**src/rtl/uart_rx_core.sv**
```systemverilog
// UART receiver: two-flop input synchronizer, 16x oversampling from a run-time divisor,
// 7/8 data bits with optional odd/even parity, and ready/parity/framing/overrun flags.
module uart_rx_core (
    input  logic        Clk,
    input  logic        sync_rst,
    input  logic        rx,
    input  logic [15:0] baud_div,
    input  logic        eight,
    input  logic        pen,
    input  logic        ohel,
    input  logic        rx_read,
    output logic [7:0]  rx_data,
    output logic        rx_rdy,
    output logic        perr,
    output logic        ferr,
    output logic        ovf
);

    typedef enum logic [2:0] {IDLE, START, DATA, PARITY, STOP} state_t;

    state_t      state_reg, state_next;
    logic        rx_meta_reg, rx_s_reg;
    logic [15:0] div_cnt_reg;
    logic [3:0]  tcnt_reg;
    logic [2:0]  bcnt_reg;
    logic [7:0]  shift_reg;
    logic        par_err_reg;
    logic [7:0]  rx_data_reg;
    logic        rx_rdy_reg, perr_reg, ferr_reg, ovf_reg;

    logic        tick, mid_tick, end_tick, last_bit;
    logic        go_start, sample_bit, sample_par, complete;
    logic [7:0]  data_word;
    logic        par_exp;

    assign tick      = (div_cnt_reg == baud_div);
    assign mid_tick  = tick && (tcnt_reg == 4'd7);
    assign end_tick  = tick && (tcnt_reg == 4'd15);
    assign last_bit  = (bcnt_reg == (eight ? 3'd7 : 3'd6));
    // In 7-bit mode bit 7 of the capture register is never written this frame, so mask it.
    assign data_word = {eight & shift_reg[7], shift_reg[6:0]};
    assign par_exp   = (^data_word) ^ ohel;

    always_ff @(posedge Clk) begin
        if (sync_rst) begin
            rx_meta_reg <= 1'b1;
            rx_s_reg    <= 1'b1;
        end else begin
            rx_meta_reg <= rx;
            rx_s_reg    <= rx_meta_reg;
        end
    end

    always_ff @(posedge Clk) begin
        if (sync_rst)
            state_reg <= IDLE;
        else
            state_reg <= state_next;
    end

    always_comb begin
        state_next = state_reg;
        go_start   = 1'b0;
        sample_bit = 1'b0;
        sample_par = 1'b0;
        complete   = 1'b0;
        case (state_reg)
            IDLE: begin
                if (!rx_s_reg) begin
                    state_next = START;
                    go_start   = 1'b1;
                end
            end
            START: begin
                if (mid_tick)
                    state_next = rx_s_reg ? IDLE : DATA;
            end
            DATA: begin
                if (end_tick) begin
                    sample_bit = 1'b1;
                    if (last_bit)
                        state_next = pen ? PARITY : STOP;
                end
            end
            PARITY: begin
                if (end_tick) begin
                    sample_par = 1'b1;
                    state_next = STOP;
                end
            end
            STOP: begin
                if (end_tick) begin
                    complete   = 1'b1;
                    state_next = IDLE;
                end
            end
            default: state_next = IDLE;
        endcase
    end

    always_ff @(posedge Clk) begin
        if (sync_rst || go_start || tick)
            div_cnt_reg <= 16'd0;
        else
            div_cnt_reg <= div_cnt_reg + 16'd1;
    end

    // tcnt restarts at the start-bit centre so later samples land on bit centres.
    always_ff @(posedge Clk) begin
        if (sync_rst || go_start)
            tcnt_reg <= 4'd0;
        else if (tick) begin
            if (state_reg == START && tcnt_reg == 4'd7)
                tcnt_reg <= 4'd0;
            else
                tcnt_reg <= tcnt_reg + 4'd1;
        end
    end

    always_ff @(posedge Clk) begin
        if (sync_rst || go_start)
            bcnt_reg <= 3'd0;
        else if (sample_bit)
            bcnt_reg <= bcnt_reg + 3'd1;
    end

    for (genvar gi = 0; gi < 8; gi++) begin : g_capture
        always_ff @(posedge Clk) begin
            if (sync_rst || go_start)
                shift_reg[gi] <= 1'b0;
            else if (sample_bit && bcnt_reg == 3'(gi))
                shift_reg[gi] <= rx_s_reg;
        end
    end

    always_ff @(posedge Clk) begin
        if (sync_rst || go_start)
            par_err_reg <= 1'b0;
        else if (sample_par)
            par_err_reg <= (rx_s_reg != par_exp);
    end

    // Completion takes priority over a simultaneous read.
    always_ff @(posedge Clk) begin
        if (sync_rst) begin
            rx_data_reg <= 8'h00;
            rx_rdy_reg  <= 1'b0;
            perr_reg    <= 1'b0;
            ferr_reg    <= 1'b0;
            ovf_reg     <= 1'b0;
        end else if (complete) begin
            rx_data_reg <= data_word;
            rx_rdy_reg  <= 1'b1;
            perr_reg    <= pen & par_err_reg;
            ferr_reg    <= ~rx_s_reg;
            ovf_reg     <= rx_rdy_reg & ~rx_read;
        end else if (rx_read) begin
            rx_rdy_reg  <= 1'b0;
            perr_reg    <= 1'b0;
            ferr_reg    <= 1'b0;
            ovf_reg     <= 1'b0;
        end
    end

    assign rx_data = rx_data_reg;
    assign rx_rdy  = rx_rdy_reg;
    assign perr    = perr_reg;
    assign ferr    = ferr_reg;
    assign ovf     = ovf_reg;

endmodule

```
**config.mk**
```make
export PLATFORM = sky130hd
export DESIGN_NAME = uart_rx_core
export DESIGN_NICKNAME = d
export VERILOG_FILES = /design/src/rtl/uart_rx_core.sv
export SDC_FILE = /design/constraint.sdc
export NUM_CORES = 1
export LEC_CHECK = 0
export CORE_MARGIN = 3
export CORE_UTILIZATION = 49
export CTS_BUF_LIST = sky130_fd_sc_hd__clkbuf_16
export DETAILED_ROUTE_END_ITERATION = 10
export PLACE_DENSITY_LB_ADDON = 0.2
export SKIP_CTS_REPAIR_TIMING = 1
export SYNTH_ARGS = -nofsm -noshare
export SYNTH_HDL_FRONTEND = slang
export SYNTH_SLANG_ARGS = --single-unit
```
**constraint.sdc**
```tcl
create_clock -name Clk -period 2.8 [get_ports Clk]
set_clock_uncertainty 0.2 [all_clocks]
set_input_delay 0.56 -clock Clk [delete_from_list [all_inputs] [get_ports Clk]]
set_output_delay 0.56 -clock Clk [all_outputs]
set_load 0.01 [all_outputs]
```
* Word-level counts from Yosys, hierarchy flattened
Cells that the tools add are included.
** Storage, ports and cells
- Register bits :: 49
- Input bits :: 23
- Output and inout bits :: 12
- Logic and storage cells :: 91
** Operators by class
- Add/subtract/negate cells :: 3
- Equality and inequality tests :: 22
- Multiplexer cells :: 22
- Bitwise operators :: 6
- Reduce and logical (&&, ||, !) cells :: 18
** Operators by type and width (number)
- 2-to-1 mux 3 bit :: 7
- adder 16 x 1 -> 16 bit, second input constant :: 1
- equality test 16 bit :: 1
- equality test 3 bit, second input constant :: 5
- case mux 3 bit (5 select lines) :: 1
- equality test 3 x 2 -> 1 bit, second input constant :: 4
- 2-to-1 mux 1 bit :: 12
- != test 2 bit, second input constant :: 6
- logical AND 1 bit :: 11
- XOR reduction 8 bit :: 1
- equality test 3 x 1 -> 1 bit, second input constant :: 2
- logical NOT 3 bit :: 2
- AND reduction 6 bit :: 1
- adder 4 x 1 -> 4 bit, second input constant :: 1
- equality test 4 x 3 -> 1 bit, second input constant :: 1
- equality test 4 bit, second input constant :: 1
- 2-to-1 mux 4 bit :: 1
- adder 3 x 1 -> 3 bit, second input constant :: 1
- AND 1 bit :: 3
- equality test 3 bit :: 1
- logical OR 1 bit :: 2
- 2-to-1 mux 2 bit :: 1
- NOT 1 bit :: 2
- nonzero test 2 bit :: 1
- 2 further kinds :: 2

* Logic depth before layout (Yosys ltp)
- Word-level depth :: 5
- Mapped depth :: 8
- Depth with buffers taken out :: 6

* Worst setup path after synthesis
No wires, ideal clock.
- Path type :: input port to flip-flop
- From :: in baud_div[9]
- To :: reg ferr_reg, in the netlist ferr
- Library setup time :: 0.128 ns
- Arrival time :: 2.031 ns
- Data required time :: 2.472 ns
- Slack :: 0.441 ns
- Cell stages on the path :: 7
- Path buffers :: 1
- Cell sequence :: xor2_1 nor4_2 nand4_2 or3_1 buf_2 a31oi_1 nor2_1
** On the way
- Word-level cells in the longest chain between the ends :: 5
- Elaborated cells between the ends (all ways) :: 6
- Classes of those cells :: eq/ne (1); mux (3); reduce/logical (2)
** RTL lines
- start: declaration :: line 7 : input logic [15:0] baud_div,
- equality test 16 bit * :: line 36 : assign tick = (div_cnt_reg == baud_div);
- logical AND 1 bit * :: line 38 : assign end_tick = tick && (tcnt_reg == 4'd15);
- 2-to-1 mux 1 bit * :: line 92 : if (end_tick) begin
- 2-to-1 mux 1 bit * :: line 67 : case (state_reg)
- 2-to-1 mux 1 bit / nonzero test 2 bit (equally long branches)
- end signal: assignment :: line 155 : ferr_reg <= ~rx_s_reg;
- end: declaration :: line 29 : logic rx_rdy_reg, perr_reg, ferr_reg, ovf_reg;
Mark *: on every way between the ends. The rest lies on a longest branch, timed or not.
A chain may end at the register's enable or synchronous reset.

* Worst setup path after layout
- From :: in baud_div[8]
- To :: reg state_reg[2]
** On the way
- Word-level cells in the longest chain between the ends :: 4
- Elaborated cells between the ends (all ways) :: 8
- Classes of those cells :: eq/ne (5); reduce/logical (3)
** RTL lines
- equality test 16 bit * :: line 36
- logical AND 1 bit, on equally long branches :: line 38, 37
- != test 2 bit (no line)
- AND reduction 6 bit (no line) *
- end signal: assignment :: line 58 : state_reg <= state_next;
- end: declaration :: line 21 : state_t state_reg, state_next;
Marked as above.

==> flow_summary.ini <==
[power]
p_clk_share_pct = 38.6
leakage_nw = 1.16
sw_frac_of_total_pct = 23.6
pwr_density_cell_nw_per_um2 = 481
combinationalPowerShare_pct = 11.3
p_int_mw = 1.11
seqPwrFrac_pct = 50.0
ir_drop_mv = 0.247
finalPower_mw = 1.45
p_sw_mw = 0.343

[run_status]
outcome = complete, no violations

[synth]
syn_area_per_cell_um2 = 8.63
yosysWarnings = 0
ys_ff_latch = 49
yosysSeqAreaShare_pct = 40.4
syn_nets = 312
synthesis.instances = 281
synth_cell_types = 37
syn_area_um2 = 2430

[global_route]
grt_pass1_vias = 1932
grt_pass1_wl_mm = 8.89
grt_usage_pct = 18.5
grt_overflow_total = 0
antenna_found_initial = 0
grt_max_degree = 16

[setup_path]
critPathArrivalTime_ps = 2550
critPathMaxFanout = 3
end_kind = flip-flop
crit_slowest_cell = or4_1
required_ps = 2810
path_delay_family = simple AND/OR/NAND/NOR gates
cp_common_cell = a21oi_1
max_stage_delay_ps = 470
critPathKind = in2reg
cp.buffers_inverters = 1
path_cells = clkdlybuf4s50_1 -> xor2_1 -> nor4_2 -> and4_1 -> a21oi_1 -> or4_1 -> a21oi_1
crit_path_start_kind = input pin

[drt]
dr_total_vias = 1992
dr.pass1.iters = 4
wl_per_cell_um = 13.3
drt-initial-drc-count = 123
wl_mm = 5.14
vias_per_cell = 5.13
final_antenna_net_count = 0
route.detailed.drc = 0

[clock_tree]
clkTransAtPathRegs_ps = 60
cts_inserted_buffers = 5
clock-root-buffer = clkbuf_16
clock_latency_ps = 280
tritoncts = done
htree_levels = 2
clock-sinks = 49
cts_buffer_depth = 2

[layout]
final_nets = 354
layout_commonest_cell = dfxtp_1
final_util_pct = 66.2
drive_gt1_share_pct = 8.05
syn2layout_area_growth_pct = 24.5
finalNonFillerCells = 388
antenna_cells = 0
layout_common_cells = dfxtp_1, nand2_1, clkdlybuf4s50_1, nor2_1, xor2_1
largest_reg_flops = 16

[sta]
fmax_mhz = 393
worst_pin_slew_ps = 400
finalCritPeriodShare_pct = 90.8
finalSetupTns_ps = 0
hold_violations = 0
drv_slew = 0
period_needed_ps = 2540
setup_violations = 0
whs_ps = 213
slew_headroom_pct = 73.3
rsz0062_at_grt = false

[place]
place.gp.congestion = 0.886
dp_hpwl_mm = 3.86
dp.cells = 381
io_buffers = 34

[die]
ioPinCount = 35
initial_core_util_pct = 53.2
core_region_area_um2 = 4560
rows = 24
die_w_um = 76.4
design.die.area_um2 = 5830
fp.dieH_um = 76.4

[flow_run]
drv_cap = 0

[worst_hold_path]
hp-class = reg2reg
## final timing paths
path,start,cells after the start,slack [ps],endpoint
worst max register to register,div_cnt_reg[8],6,560,state_reg[2]
worst min register to register,rx_meta_reg,1,210,rx_s_reg
worst min-delay path,rx_meta_reg,1,210,rx_s_reg
worst max-delay path,baud_div[8],7,260,state_reg[2]
## power groups by stage
stage	sequential, mW	combinational, mW	clock, mW
after floorplan	0.735	0.101	0
after global placement	0.744	0.162	0
after detailed placement	0.742	0.162	0
after CTS	0.727	0.164	0.575
after global routing	0.729	0.184	0.607
final	0.728	0.165	0.562
## kinds of logic (layout without fill, tap and decap cells)
kind of cell / Yosys count / after routing / share of synthesized area [%]
adder cells (fa/ha/maj): 8 / 8 / 4.13
buffers and inverters: 16 / 58 / 2.68
AO/OA/AOI/OAI: 39 / 39 / 9.33
AND/OR/NAND/NOR: 120 / 120 / 25.3
XOR/XNOR: 40 / 40 / 14.4
multiplexers: 9 / 9 / 3.71
flip-flops: 49 / 49 / 40.4
## through the flow
| step | setup WS, ps | cell area (um2) |
|---|---|---|
| finish | 257 | 3020 |
| global route | 125 | 3020 |
| CTS | 232 | 3020 |
| detailed placement | -26.2 | 2880 |
| global placement | -9.42 | 2880 |
| floorplan | 441 | 2430 |
## metal layers
| metal | routed length, um | GRT usage, % | vias to the layer above | part of all wire (%) |
|---|---|---|---|---|
| li1 | - | - | 1039 | - |
| met1 | 2520 | 25.6 | 909 | 49 |
| met2 | 2370 | 29.3 | 38 | 46 |
| met3 | 213 | 3.66 | 6 | 4.1 |
| met4 | 34 | 4.89 | 0 | 0.66 |
| met5 | 0 | 0 | - | 0 |
## synthesized netlist by cell type
library cell  instances  area share [%]
a311oi_1              1            0.36
nor3_4                1            0.67
or4_1                 2            0.62
a31oi_1               2            0.52
nand4_2               1            0.52
a21oi_1              23             4.7
a21bo_1               2            0.83
nor2_1               29             4.5
o21ai_0               3            0.62
a32o_1                1            0.41
nand4_1               1            0.26
a22oi_1               1            0.31
a21boi_1              1            0.31
nor2b_1               2            0.52
ha_1                  8             4.1
o31ai_1               1            0.31
o21ai_1               3            0.62
and4_1                1            0.36
nand2_1              40             6.2
nor4_2                4             2.1
xnor2_1              14             5.1
nand3_1              21             4.3
clkbuf_1              5            0.77
nor4_4                1            0.88
and3_1                4             1.0
a211oi_1              1            0.31
dfxtp_1              49              40
nor3_1                3            0.62
nor4_1                2            0.52
xor2_1               26             9.4
inv_1                 7             1.1
buf_2                 4            0.83
or3_1                 4             1.0
and2_1                1            0.26
mux2i_1               9             3.7
nor3_2                1            0.41
or2_2                 2            0.52
## cell type report
type / count / area [um2]
fillers: 413 / 1540
well taps: 65 / 81.3
flip-flops and latches: 49 / 981
multi-input cells: 216 / 1380
repair buffers: 44 / 415
inverters: 7 / 26.3
clock inverters: 2 / 11.3
clock buffers: 5 / 125
(Power assumes the default switching activity.)
==> patch: new RTL, config.mk and constraints unchanged <==
Register the inputs `rx` and `baud_div` before use, with the module's reset. The logic sees them one clock later. The other inputs are not delayed to match.
--- a/src/rtl/uart_rx_core.sv
+++ b/src/rtl/uart_rx_core.sv
@@ -19,4 +19,17 @@
     typedef enum logic [2:0] {IDLE, START, DATA, PARITY, STOP} state_t;
 
+    logic rx_q;
+    logic [15:0] baud_div_q;
+
+    always_ff @(posedge Clk) begin
+        if (sync_rst) begin
+            rx_q       <= '0;
+            baud_div_q <= '0;
+        end else begin
+            rx_q       <= rx;
+            baud_div_q <= baud_div;
+        end
+    end
+
     state_t      state_reg, state_next;
     logic        rx_meta_reg, rx_s_reg;
@@ -34,5 +47,5 @@
     logic        par_exp;
 
-    assign tick      = (div_cnt_reg == baud_div);
+    assign tick      = (div_cnt_reg == baud_div_q);
     assign mid_tick  = tick && (tcnt_reg == 4'd7);
     assign end_tick  = tick && (tcnt_reg == 4'd15);
@@ -47,5 +60,5 @@
             rx_s_reg    <= 1'b1;
         end else begin
-            rx_meta_reg <= rx;
+            rx_meta_reg <= rx_q;
             rx_s_reg    <= rx_meta_reg;
         end
Function: no difference found for any inputs over 10 cycles, from zero or initial values and one cycle with sync_rst high; that may be too few to reach the edited logic, so the function may still have changed.
==> patch against the unedited design <==
  * Fmax grew 9.6%
  * Synthesized area grew 17%
  * Via count rose by 7.4%
  * Wire length rose by 5.9%
  * Total power is 42% higher
  * Cell area increased by 16%
  * Sequential cell count rose by 17
  * Setup slack better by 220 ps
  * Critical path type is now reg -> reg
  * Highest routed layer unchanged
==> patch: results (changes against the unedited design) <==
Layout
  – Nets: 374 (+5.6%)
  – Number of diodes: 0 (unchanged)
  – Filler Cell Count: 482 (+17%)
  – Share of post-route cells with drive strength above 1: 6.36% (-1.7 points)
  – Non-Filler Instances: 418 (+7.7%)

Synthesis
  – Post-synth top cells: dfxtp_1 (66), nor2_1 (44), xnor2_1 (29), nand2_1 (22), nor2b_1 (18)
  – Synth Area in Compound Gates: 5.83% (-3.5 points)
  – Ys flop type: dfxtp_1
  – Post-synth ARST share: 0% (unchanged)
  – Synth Area in Adders: 3.54% (-0.59 points)
  – Warning count from the yosys run: 0 (unchanged)
  – Sequential share of the synthesized area: 46.7% (+6.2 points)
  – Post-Synthesis Cells: 303 (+7.8%)
  – Syn_nets: 334 (+7.1%)
  – Xor-xnor portion of the synthesized cell area: 13.0% (-1.4 points)
  – Mux contribution to synthesized area: 5.70% (+2.0 points)
  – Netlist cell types: 40 (+8.1%)
  – Synth top area cells: dfxtp_1 (47%), xnor2_1 (9.0%), nor2_1 (5.8%)

Timing
  – Slew @ Worst Pin: 638 ps (+237 ps)
  – Hold slack: 215 ps (+2.55 ps)

Placement
  – Setup WS pre-CTS: 347 ps (+373 ps)
  – DP Cell Count: 404 (+6.0%)
  – GPL Wtd Cong: 0.837 (-5.5%)
  – Dpl hpwl: 3900 µm (+1.1%)
  – Dpl cell area: 3260 µm² (+13%)
  – Port buffer count: 34 (unchanged)

Global route
  – GR Util met3: 6.80% (+3.1 points)
  – First-pass GRT wire length: 8940 µm (+0.54%)
  – Vias in the first global route: 2074 (+7.3%)
  – Met2 Resource Use GR: 32.2% (+2.9 points)
  – Met1 Use GR: 18.5% (-7.1 points)
  – Total Routing Usage GR: 17.8% (-0.65 points)
  – Pin count of the biggest net entering global routing: 36 (+20)

Worst hold path
  – HP Class: reg -> reg
  – Hold Crit Depth: 1 (unchanged)
  – Hold path endpoint: rx_s_reg$_SDFF_PP1_

Status
  – Outcome: finished, final reports clean

CTS
  – CTS max path bufs: 2 (unchanged)
  – Clk root buf: clkbuf_16
  – H-tree depth: 3 (+1)
  – CTS buffer count: 9 (+4)
  – Clock Latency Late Sink: 320 ps (+40 ps)

Worst setup path
  – Reg2reg setup slack: 480 ps (-80 ps)
  – Reg2Reg Depth: 7 (+1)
  – Capturing point of the worst reg2reg path: data_word[2]$_SDFFE_PP0P_
  – Worst r2r src: div_cnt_reg[2]$_SDFF_PP0_
  – CP Max Fanout: 12 (+9)
  – WP data arrival: 2370 ps (-180 ps)

Detailed routing
  – Drt initial violations: 62 (-50%)
  – Via density per instance: 5.12 (-0.33%)
  – Wire per inst: 13.0 µm (-1.7%)

Power and ir drop
  – Peak supply drop: 0.442 mV (+78%)
  – Leakage: 1.32 nW (+14%)
  – Switching share of power: 22.0% (-1.6 points)
patch: worst max-delay path: stages (launching register included):
cell     delay [ps]
dfxtp_1         430
xnor2_1         160
nand4_1         120
nor4_2          280
buf_4           240
nand3_2         250
nor3b_1         360
mux2i_1         210
patch: cell families after synthesis:
group	Yosys count
multiplexers	16
flip-flops	66
adder cells (fa/ha/maj)	8
buffers and inverters	20
AO/OA/AOI/OAI	25
AND/OR/NAND/NOR	126
XOR/XNOR	42
patch: stage by stage:
| step | power [W] | utilization, % |
|---|---|---|
| after CTS | 0.00210 | 63.3 |
| after detailed placement | 0.00114 | 58.8 |
| final | 0.00207 | 63.3 |
| after global routing | 0.00215 | 63.3 |
| after global placement | 0.00114 | 58.8 |
| after floorplan | 0.00108 | - |
patch: worst max-delay path by stage:
| stage | from | to | slack [ps] | depth (start not counted) |
|---|---|---|---|---|
| after CTS | div_cnt_reg[2]$_SDFF_PP0_ | data_word[2]$_SDFFE_PP0P_ | 470 | 7 |
| after global routing | div_cnt_reg[2]$_SDFF_PP0_ | data_word[2]$_SDFFE_PP0P_ | 200 | 7 |
| after global placement | eight | state_reg[1]$_SDFFE_PP0P_ | 340 | 6 |
| after floorplan | div_cnt_reg[2]$_SDFF_PP0_ | data_word[0]$_SDFFE_PP0P_ | 660 | 8 |
| final | div_cnt_reg[2]$_SDFF_PP0_ | data_word[2]$_SDFFE_PP0P_ | 480 | 7 |
| after detailed placement | eight | state_reg[2]$_SDFFE_PP0P_ | 350 | 7 |
patch: power by group through the flow:
stage | Clock, W | Combinational (W) | Sequential [W]
3_3_place_gp | 0 | 0.000137 | 0.00100
2_1_floorplan | 0 | 0.0000898 | 0.000993
3_5_place_dp | 0 | 0.000139 | 0.00100
6_report | 0.000944 | 0.000140 | 0.000983
4_1_cts | 0.000971 | 0.000141 | 0.000983
5_1_grt | 0.00101 | 0.000153 | 0.000986
patch: final cells by class:
type	count	area share [%]
Multi-Input combinational cell	217	40.8
Sequential cell	66	37.7
Timing Repair Buffer	39	10.8
Clock buffer	9	6.43
Tap cell	72	2.57
Inverter	10	1.07
Clock inverter	5	0.678
patch: routing by layer:
metal,share of wire (%),up-vias
met5,0,-
met4,1.0,0
met3,4.1,7
met2,52,43
met1,42,995
li1,-,1094
